[config.mk]
export PLATFORM = sky130hd
export DESIGN_NAME = demux_1to4_stream
export DESIGN_NICKNAME = d
export VERILOG_FILES = /design/src/rtl/demux_1to4_stream.sv
export SDC_FILE = /design/constraint.sdc
export NUM_CORES = 1
export LEC_CHECK = 0
export BUFFER_PORTS_ARGS = -buffer_cell sky130_fd_sc_hd__clkbuf_2
export CORE_ASPECT_RATIO = 0.75
export CORE_MARGIN = 3
export CORE_UTILIZATION = 46
export CTS_CLUSTER_DIAMETER = 120
export DETAILED_ROUTE_END_ITERATION = 10
export GPL_ROUTABILITY_DRIVEN = 0
export MAX_ROUTING_LAYER = met4
export PLACE_DENSITY = 0.75
export RECOVER_POWER = 100
export SLEW_MARGIN = 20
export SYNTH_ARGS = -nofsm -noshare
export SYNTH_HDL_FRONTEND = slang
export SYNTH_SLANG_ARGS = --single-unit
[constraint.sdc]
create_clock -name clk -period 1.2 [get_ports clk]
set_input_delay 0.06 -clock clk [delete_from_list [all_inputs] [get_ports clk]]
set_output_delay 0.06 -clock clk [all_outputs]
set_load 0.02 [all_outputs]
[src/rtl/demux_1to4_stream.sv]
// Registered 1-to-4 stream demultiplexer: one producer steered by a 2-bit select
// into four single-entry holding registers, each with its own handshake and counter.
module demux_1to4_stream #(
  parameter int DATA_WIDTH = 8,
  parameter int CNT_WIDTH  = 8
) (
  input  logic                  clk,
  input  logic                  reset_n,
  input  logic [DATA_WIDTH-1:0] in_data,
  input  logic [1:0]            in_sel,
  input  logic                  in_valid,
  output logic                  in_ready,
  output logic [DATA_WIDTH-1:0] out_data_0,
  output logic [DATA_WIDTH-1:0] out_data_1,
  output logic [DATA_WIDTH-1:0] out_data_2,
  output logic [DATA_WIDTH-1:0] out_data_3,
  output logic [3:0]            out_valid,
  input  logic [3:0]            out_ready,
  output logic [CNT_WIDTH-1:0]  out_count_0,
  output logic [CNT_WIDTH-1:0]  out_count_1,
  output logic [CNT_WIDTH-1:0]  out_count_2,
  output logic [CNT_WIDTH-1:0]  out_count_3
);

  logic [DATA_WIDTH-1:0] data_r  [4];
  logic [CNT_WIDTH-1:0]  count_r [4];
  logic [3:0]            valid_r;
  logic                  in_ready_s;
  logic [3:0]            load_s;
  logic [3:0]            deliver_s;

  // Input acceptance: only the addressed channel can stall the producer.
  always_comb begin
    in_ready_s = ~valid_r[in_sel] | out_ready[in_sel];
    deliver_s  = valid_r & out_ready;
    if (in_valid && in_ready_s) begin
      load_s = 4'b0001 << in_sel;
    end else begin
      load_s = 4'b0000;
    end
  end

  // Holding registers, valid flags and delivered-word counters per channel.
  always_ff @(posedge clk or negedge reset_n) begin
    if (!reset_n) begin
      valid_r <= 4'b0000;
      for (int k = 0; k < 4; k++) begin
        data_r[k]  <= {DATA_WIDTH{1'b0}};
        count_r[k] <= {CNT_WIDTH{1'b0}};
      end
    end else begin
      for (int k = 0; k < 4; k++) begin
        if (load_s[k]) begin
          data_r[k] <= in_data;
        end
        // A reload on the delivering edge keeps the channel full (pass-through refill).
        valid_r[k] <= load_s[k] | (valid_r[k] & ~out_ready[k]);
        if (deliver_s[k]) begin
          count_r[k] <= count_r[k] + {{(CNT_WIDTH-1){1'b0}}, 1'b1};
        end
      end
    end
  end

  assign in_ready    = in_ready_s;
  assign out_valid   = valid_r;
  assign out_data_0  = data_r[0];
  assign out_data_1  = data_r[1];
  assign out_data_2  = data_r[2];
  assign out_data_3  = data_r[3];
  assign out_count_0 = count_r[0];
  assign out_count_1 = count_r[1];
  assign out_count_2 = count_r[2];
  assign out_count_3 = count_r[3];

endmodule

==> flow_results.org, run 1 <==
** Run status
- The run finished, with violations left.
- The final reports fail on negative setup slack.

** Logic synthesis
- Of the total synthesized cell area, the portion taken by XOR and XNOR cells is 8.86%.
- Summing the areas of all fa, ha and maj instances in the mapped netlist gives 1.81% of the synthesized area.
- Synth Instances :: 200
- The cell area that synthesis handed to floorplanning was 0.00277 mm^2.
- Nets in the synthesized netlist :: 221
- Share of the synthesized area in compound gates (AO/OA/AOI/OAI) :: 0.181%
- Flop and latch count out of synthesis :: 68
- After synthesis, the netlist uses 21 different library cells.
- Mean instance size in the synthesized netlist :: 13.8 um^2
- Number of warning messages in the yosys log :: 0
- After synthesis, the largest family of logic cells by area is multiplexers.
- Sequential fraction of the synthesis area :: 61.5%
- In the synthesized netlist, mux cells make up 15.5% of the area.
- After Yosys synthesis, and, or, nand and nor cells account for 11.3% of the synthesized area.

** Timing
- Setup repair after global routing could not meet its margin everywhere.
- At the pin with the least slew margin, the transition time is 0.909 ns.
- Final number of hold-violating endpoints :: 0
- In the post-route analysis, the smallest setup slack over all paths is -0.370 ns.
- The final critical path takes up 131% of the cycle.
- In this run the tightest slew margin relative to its limit is 39.4%.
- Setup-violating endpoint count in the final report :: 33
- Post-route minimum period :: 1.57 ns
- Setup skew after layout :: 0.0101 ns
- Slew Limit Fails :: 0
- Static timing analysis puts the maximum clock frequency at 637 MHz.
- Hold slack final :: 0.0176 ns

** Clocking
- H-tree levels :: 3
- Clock transition at path regs :: 0.07 ns
- TritonCTS clock tree :: built
- Clock tree sinks :: 68
- The cell sitting at the root of the clock tree is a sky130_fd_sc_hd__clkbuf_8.
- CTS Buffer Depth :: 2
- Later-pin clock latency in the skew report :: 0.34 ns
- Clock buffer count from CTS :: 9

** Critical path
- The critical path is of the reg -> out type.
- Buffers plus inverters on the worst setup path :: 2
- Critical path launch point :: out_valid[3]
- Among cell families on the critical path, the largest total delay comes from multiplexers.
- On the worst path, the slowest cell contributes a delay of 0.47 ns.
- Cell with the largest stage delay on the worst path :: sky130_fd_sc_hd__mux4_2
- Worst Path Arrival :: 1.51 ns
- Traced cell by cell, the critical path runs through nand2b_4 -> buf_6 -> mux4_2 -> buf_8.
- Category of the worst setup path launch point :: register
- Max FO, Critical Path :: 2
- RR Startpoint :: out_valid[2]
- Required @ worst endpoint :: 1.14 ns
- Kind of capture point of the worst setup path :: primary output

** GRT
- Summed over all layers, the global routing overflow is 0.
- Overall global routing resource usage :: 19.0%
- Global-route wire length before repair :: 9670 um
- Number of global-route vias before repair :: 2046
- Maximum number of pins on one net before global-route repair :: 35
- The number of antenna violations at the first check in global routing was 0.

** Layout
- The filler cells instantiated in the layout total 411.
- Relative area change from synthesis to final layout :: 45.6%
- Commonest cells after routing, fill and taps aside :: sky130_fd_sc_hd__clkbuf_2, sky130_fd_sc_hd__dfrtp_1, sky130_fd_sc_hd__buf_4
- Count of non-filler cells in the finished layout :: 415
- The post-route netlist has 59.4% of its cells at a drive strength greater than 1.
- 0 antenna diodes ended up in the layout.
- Commonest non-fill, non-tap cell in the layout :: sky130_fd_sc_hd__clkbuf_2
- Post-layout net count :: 356
- Final core utilization :: 72.2%

** Run
- Max-cap check violation count :: 0

** Drt
- The detailed router placed 1972 vias in this run.
- In the routed design, unresolved DRC markers number 0.
- Average wire per cell in the routed design :: 15.1 um
- The detail route stage leaves a number of antenna-violating nets equal to 0.
- Drt first-iter violations :: 100
- After detailed routing, the total wire length is 6250 um.
- First-pass DRT Iterations :: 4
- Number of vias per cell :: 4.75

** Power and ir drop
- Power density relative to cell area :: 1910 mW/mm^2
- Total leakage power :: 2.01 nW
- Sw frac :: 34.7%
- IR analysis of the VDD net gives a maximum drop of 0.918 mV.
- Clock group share of total power :: 22.5%
- Per report_power, the sequential group accounts for 42.3% of the total.
- Combinational Power Share :: 35.2%
- The analysis attributes to net switching a power of 2.68 mW.
- Int Power :: 5.03 mW

** Die
- From bottom edge to top edge, the die measures 73.2 um.
- Effective utilization at floorplan :: 49.6%
- The die covers 0.00700 mm^2.
- Standard-cell row count :: 23
- 86 I/O pins were placed.
- After floorplanning, the core was sized to cover 0.00558 mm^2.
- Die width :: 95.6 um

** Placed design
- In this run the tool buffered the top-level ports with 85 buffer cells.
- In this run, placement finished with an instance count of 390.
- Detailed placement finished with a half-perimeter wire length of 4550 um.

** Worst hold path
- The startpoint identified for the worst hold timing path is in_data[1].
- Worst min path class :: in -> reg
## routing by layer
layer	vias up	GRT usage (%)	wire [um]	share of wire, %
met4	0	5.21	44	0.70
met5	-	-	0	0
met2	63	27.7	2860	46
met3	3	6.60	396	6.3
li1	954	-	-	-
met1	952	25.6	2950	47
## cells in the mapped netlist
cell / number / area (um^2)
sky130_fd_sc_hd__and3_1: 2 / 12.5
sky130_fd_sc_hd__and4_1: 4 / 35.0
sky130_fd_sc_hd__buf_2: 3 / 15.0
sky130_fd_sc_hd__dfrtp_1: 68 / 1700
sky130_fd_sc_hd__ha_1: 4 / 50.1
sky130_fd_sc_hd__inv_1: 3 / 11.3
sky130_fd_sc_hd__mux2_2: 36 / 405
sky130_fd_sc_hd__mux4_2: 1 / 22.5
sky130_fd_sc_hd__nand2_1: 19 / 71.3
sky130_fd_sc_hd__nand2b_1: 4 / 25.0
sky130_fd_sc_hd__nand3_1: 5 / 25.0
sky130_fd_sc_hd__nand3b_2: 1 / 11.3
sky130_fd_sc_hd__nand4_1: 7 / 43.8
sky130_fd_sc_hd__nor2_1: 7 / 26.3
sky130_fd_sc_hd__nor2b_1: 2 / 12.5
sky130_fd_sc_hd__nor3_1: 1 / 5.00
sky130_fd_sc_hd__nor3b_4: 1 / 18.8
sky130_fd_sc_hd__o21ai_0: 1 / 5.00
sky130_fd_sc_hd__or3b_1: 3 / 26.3
sky130_fd_sc_hd__xnor2_1: 23 / 201
sky130_fd_sc_hd__xor2_1: 5 / 43.8
## worst reg2reg max path, delay by kind of cell (launching register included)
kind / cells / cell delay [ns]
multiplexers: 1 / 0.30
AND/OR/NAND/NOR: 2 / 0.29
flip-flops: 1 / 0.40
buffers and inverters: 2 / 0.28
## final timing paths
check,depth (start not counted),slack [ns],to
max in group asynchronous,3,-0.01,out_count_2[0]
min in group asynchronous,2,0.37,out_count_3[7]
max,4,-0.37,in_ready
min reg2reg,1,0.47,out_count_0[7]
max reg2reg,5,-0.17,out_data_2[0]
min,2,0.02,out_data_3[1]
## power groups by stage
| stage | registers [mW] | clock network (mW) | logic, mW |
|---|---|---|---|
| after floorplan | 3.98 | 0 | 0.692 |
| after global placement | 3.25 | 0 | 2.49 |
| after detailed placement | 3.27 | 0 | 2.56 |
| after CTS | 3.23 | 1.80 | 2.65 |
| after global routing | 3.33 | 1.90 | 2.90 |
| final | 3.26 | 1.74 | 2.71 |
## kinds of logic after synthesis
family | Yosys count
buffers and inverters | 6
AOI/OAI and AO/OA | 1
muxes | 37
xor gates and xnor gates | 28
DFF | 68
adders and majority gates | 4
and+or+nand+nor | 56
## final cells by class
type | count | area, um^2 | share of cell area [%]
Clock inverter | 3 | 20.0 | 0.497
Clock buffer | 13 | 169 | 4.19
Sequential cell | 68 | 1720 | 42.6
Timing Repair Buffer | 127 | 827 | 20.5
Tap cell | 75 | 93.8 | 2.33
Inverter | 3 | 11.3 | 0.279
Multi-Input combinational cell | 126 | 1190 | 29.5
## timing repair
item	4_1_cts	5_1_grt
resized for setup	14	23
setup endpoints to repair	37	39
endpoints found under the hold margin	52	0
pin swaps	3	5
setup buffers	2	4
hold buffers	3	0
## metrics by stage
step                      power [mW]  worst slack (ns)  TNS (ns)  instance area, um^2
after global placement          5.75           -0.0766     -1.55                 3640
after floorplan                 4.67            -0.186     -2.98                 2860
final                           7.70            -0.370     -2.63                 4030
after detailed placement        5.83            -0.107     -2.36                 3640
after CTS                       7.68            -0.402     -2.27                 3930
after global routing            8.13            -0.428     -7.28                 4030
## state kept, by name, summed over array words and instances, names as in the netlist
signal and count:
out_data_3 8, out_count_0 8, out_count_1 8, out_valid 4
out_data_0 8, out_count_2 8, out_data_2 8, out_data_1 8
out_count_3 8
Note: power is estimated with default switching activity, not from simulation.
==> run 2: changes to the inputs <==
--- a/config.mk
+++ b/config.mk
@@ -5,10 +5,11 @@
 export SDC_FILE = /design/constraint.sdc
 export NUM_CORES = 1
 export LEC_CHECK = 0
+export ABC_AREA = 1
 export BUFFER_PORTS_ARGS = -buffer_cell sky130_fd_sc_hd__clkbuf_2
 export CORE_ASPECT_RATIO = 0.75
 export CORE_MARGIN = 3
-export CORE_UTILIZATION = 46
+export CORE_UTILIZATION = 47
 export CTS_CLUSTER_DIAMETER = 120
 export DETAILED_ROUTE_END_ITERATION = 10
 export GPL_ROUTABILITY_DRIVEN = 0
==> run 2 against run 1 <==
Compared with the run above:
- sequential share of layout area is 2.9 points lower
- die area is 11% higher
- synthesized area is 14% higher
- clock power is 7% lower
- critical path depth is 3 higher
- hold slack better by 0.010 ns
- final area is 7.0% higher
- via count is 42% higher
- fmax is 16% higher
- highest routed layer unchanged
- the flow still finishes with violations (negative setup slack)
- register-to-register slack better by 0.02 ns
- clock skew is 0.0027 ns lower
- synthesized cell count is 64% higher
==> flow_results.org, run 2 <==
** Run status
- Result of the run :: finished, violations left
- The checks that failed: negative setup slack.

** Logic synthesis
- Number of warning messages in the yosys log :: 0 (unchanged)
- Ranking of synthesized cells by area :: sky130_fd_sc_hd__dfrtp_1, sky130_fd_sc_hd__nand2_1, sky130_fd_sc_hd__nand4_1, sky130_fd_sc_hd__xor2_1, sky130_fd_sc_hd__xnor2_1
- Top_reg_cell synth :: sky130_fd_sc_hd__dfrtp_1
- The post-synth design cell area came to 0.00315 mm^2 (+14%).
- The mean area per synthesized cell came to 9.62 um^2 (-31%).
- The number of instances in the synthesized netlist came to 328 (+64%).
- The sequential fraction of the synthesis area is 53.9% (-7.5 points).
- Summed over all instances, the cell type with the most area after synthesis is sky130_fd_sc_hd__dfrtp_1.
- The total nets after synthesis came to 349 (+58%).
- Ranked by instance count, the synthesized netlist is headed by sky130_fd_sc_hd__nand2_1, sky130_fd_sc_hd__dfrtp_1, sky130_fd_sc_hd__nand4_1.
- Number of enable-type register cells in the synthesized netlist :: 0 (unchanged)
- The fraction of post-synthesis cell area in the top cell type by area was 53.9% (-7.5 points).
- Flop and latch count out of synthesis :: 68 (unchanged)
- Count leader, synth :: sky130_fd_sc_hd__nand2_1
- The proportion of synthesized flip-flops having asynchronous set or reset came to 100% (unchanged).
- Count of cell types in the netlist :: 27 (+29%)

** Clocking
- The clock insertion delay at the later pin of the skew report was 0.33 ns (about the same).
- The TritonCTS buffer count came to 9 (unchanged).
- Clock root buffer :: sky130_fd_sc_hd__clkbuf_8
- H-tree levels :: 3 (unchanged)
- The clock transition at the register clock pins on the worst setup and hold paths after CTS is 0.07 ns (about the same).
- TritonCTS clock tree :: built
- Clock tree sinks :: 68 (unchanged)
- The maximum clock path buffer count came to 2 (unchanged).

** Placed design
- The HPWL after detailed placement is 5130 um (+13%).
- IO Port Bufs :: 85 (unchanged)
- Post-Place Cell Area :: 0.00384 mm^2 (+5.6%)
- Pre-CTS setup slack :: -0.0588 ns (+0.0481 ns)
- Cell total after placement :: 508 (+30%)

** Drt
- Routed wire length :: 7940 um (+27%)
- Drt first-iter violations :: 120 (+20%)
- Total via count after detailed routing :: 2809 (+42%)
- The DRC violations left came to 0 (unchanged).
- Number of vias per cell :: 5.09 (+7.1%)
- The first-pass iteration count of the detailed router was 6 (+2).
- Average wire per cell in the routed design :: 14.4 um (-4.4%)
- The number of antenna-violating nets in the routed design was 0 (unchanged).

** Die
- Area of the core region :: 0.00641 mm^2 (+15%)
- Boundary Pins :: 86 (unchanged)
- Standard-cell row count :: 25 (+8.7%)
- Die ar. :: 0.00774 mm^2 (+11%)
- Die Y :: 76.9 um (+5.1%)
- Effective utilization at floorplan :: 49.2% (-0.41 points)
- Die width :: 101 um (+5.2%)

** Layout
- The area of all placed cells without fillers was 0.00431 mm^2 (+7.0%).
- Count of filler cells inserted in the layout :: 537 (+31%)
- Antenna diode instance count :: 0 (unchanged)
- Fraction of final layout cells sized beyond drive strength 1 :: 32.1% (-27 points)
- Post-layout net count :: 487 (+37%)
- The combined flip-flop and latch cell area is 0.00171 mm^2 (-0.44%).
- The area occupied by multi-input gates is 0.00142 mm^2 (+19%).
- The library cell used most frequently in the layout, excluding fill and tap cells, is sky130_fd_sc_hd__nand2_1.
- Commonest cells after routing, fill and taps aside :: sky130_fd_sc_hd__nand2_1, sky130_fd_sc_hd__dfrtp_1, sky130_fd_sc_hd__clkbuf_1
- Count of non-filler cells in the finished layout :: 552 (+33%)
- The area growth from synthesis to layout is 36.7%.

** Timing
- The tightest hold margin came to 0.0278 ns (+0.0102 ns).
- Slew Limit Fails :: 0 (unchanged)
- The final-report hold violation count came to 0 (unchanged).
- Max-Slew Margin vs Limit :: 42.8% (+3.4 points)
- The peak clock frequency supported by timing is 741 MHz (+16%).
- The share of the clock period used by the worst path after layout was 112% (-18 points).
- Crit path setup slack, layout :: -0.150 ns (+0.221 ns)
- Accumulated negative setup slack :: -4.61 ns (-1.98 ns)
- Setup repair after global routing missed its margin :: yes
- The shortest clock period the worst path allows after layout was 1.35 ns (-0.221 ns).
- The post-route clock skew came to 0.00736 ns (-0.00271 ns).
- The actual slew at the worst max-slew pin is 0.858 ns (-0.0508 ns).
- Setup-violating endpoint count in the final report :: 50 (+52%)

** GRT
- The global router's overall resource usage was 21.3% (+2.3 points).
- The global-route wire length before repair came to 12800 um (+32%).
- The global routing stage identified its most utilized layer as met1.
- The number of antenna violations at the first check in global routing came to 0 (unchanged).
- Grt met1 use :: 30.9% (+5.3 points)
- Global-route track usage on met3 :: 6.09% (-0.51 points)
- The global-route track usage on met2 was 29.8% (+2.2 points).
- Number of global-route vias before repair :: 2633 (+29%)
- Maximum number of pins on one net before global-route repair :: 69 (+97%)
- The total overflow reported by the global router came to 0 (unchanged).

** Critical path
- The critical path in this run is classified as reg -> out.
- Category of the worst setup path launch point :: register
- Kind of capture point of the worst setup path :: primary output
- Required @ worst endpoint :: 1.14 ns (about the same)
- The maximum fanout along the worst path was 3 (+1).
- Worst Path Arrival :: 1.29 ns (-0.22 ns)

** Worst hold path
- In this run the worst hold path is classified as in -> reg.

** Power and ir drop
- Worst supply voltage drop on vdd :: 1.08 mV (+18%)
- Power density relative to cell area :: 1740 mW/mm^2 (-8.8%)
- Total leakage power :: 2.21 nW (+10%)

** Run
- Max-cap check violation count :: 0 (unchanged)
-- run 2: cell types whose count changed in the layout (fill, tap and decap cells not counted), moves of 7 or more --
cell	delta
sky130_fd_sc_hd__clkbuf_1	+45
sky130_fd_sc_hd__clkbuf_2	-43
sky130_fd_sc_hd__inv_1	+15
sky130_fd_sc_hd__mux2_2	-10
sky130_fd_sc_hd__mux2_4	-26
sky130_fd_sc_hd__nand2_1	+89
sky130_fd_sc_hd__nand2_2	+9
sky130_fd_sc_hd__nand4_1	+29
sky130_fd_sc_hd__xnor2_1	-12
sky130_fd_sc_hd__xor2_1	+7
-- run 2: timing repair --
action,CTS,global route
gates cloned,0,5
resized for setup,8,37
setup buffers,8,11
pin swaps,8,21
hold endpoints to repair,72,0
setup endpoints to repair,33,54
hold buffers,5,0
-- run 2: final timing paths --
kind / startpoint / slack (ns) / cells after the start / endpoint
setup reg to reg: out_valid[1] / -0.15 / 9 / out_data_0[0]
setup / recovery: out_valid[1] / -0.15 / 7 / in_ready
hold / removal: in_data[2] / 0.03 / 3 / out_data_3[2]
min in group asynchronous: reset_n / 0.46 / 3 / out_count_1[7]
max in group asynchronous: reset_n / 0.12 / 3 / out_count_0[0]
hold reg to reg: out_data_2[3] / 0.47 / 2 / out_data_2[3]
-- run 2: final cells by class --
cell class / instances / share of cell area (%)
timing repair buffer: 132 / 18.9
clock inverter: 2 / 0.232
tap: 81 / 2.35
sequential: 68 / 39.7
clock buffer: 14 / 3.54
inverter: 25 / 2.41
multi-input combinational: 230 / 32.9
-- run 2: logic make-up after synthesis --
| logic type | Yosys count | share of synthesized area (%) |
|---|---|---|
| simple gates | 194 | 30.9 |
| fa+ha+maj | 4 | 1.59 |
| buf+inv | 34 | 6.39 |
| flops | 68 | 53.9 |
| xor+xnor | 23 | 6.39 |
| compound gates | 5 | 0.793 |
-- run 2: stage by stage --
stage	power (mW)	utilization, %
3_5_place_dp	5.71	59.9
3_3_place_gp	5.63	59.9
6_report	7.51	67.2
2_1_floorplan	4.74	-
5_1_grt	7.98	67.2
4_1_cts	7.43	64.7
-- run 2: critical path, stage by stage, from the launching register on --
cell and delay (ns):
sky130_fd_sc_hd__dfrtp_2 0.37, sky130_fd_sc_hd__nand2_2 0.05, sky130_fd_sc_hd__nand2_2 0.08, sky130_fd_sc_hd__nand2_2 0.06, sky130_fd_sc_hd__nand2_4 0.09, sky130_fd_sc_hd__nand2_8 0.06
sky130_fd_sc_hd__buf_12 0.13, sky130_fd_sc_hd__buf_8 0.12
-- run 2: power breakdown --
group          switching [mW]  internal (mW)  total, mW
Combinational            1.69          0.961       2.66
Sequential              0.427           2.82       3.25
Clock                   0.806          0.804       1.61
-- run 2: per-layer routing --
layer	wire length, um	vias to the layer above
met3	403	6
met2	3600	81
met1	3880	1362
li1	-	1360
met5	0	-
met4	65	0
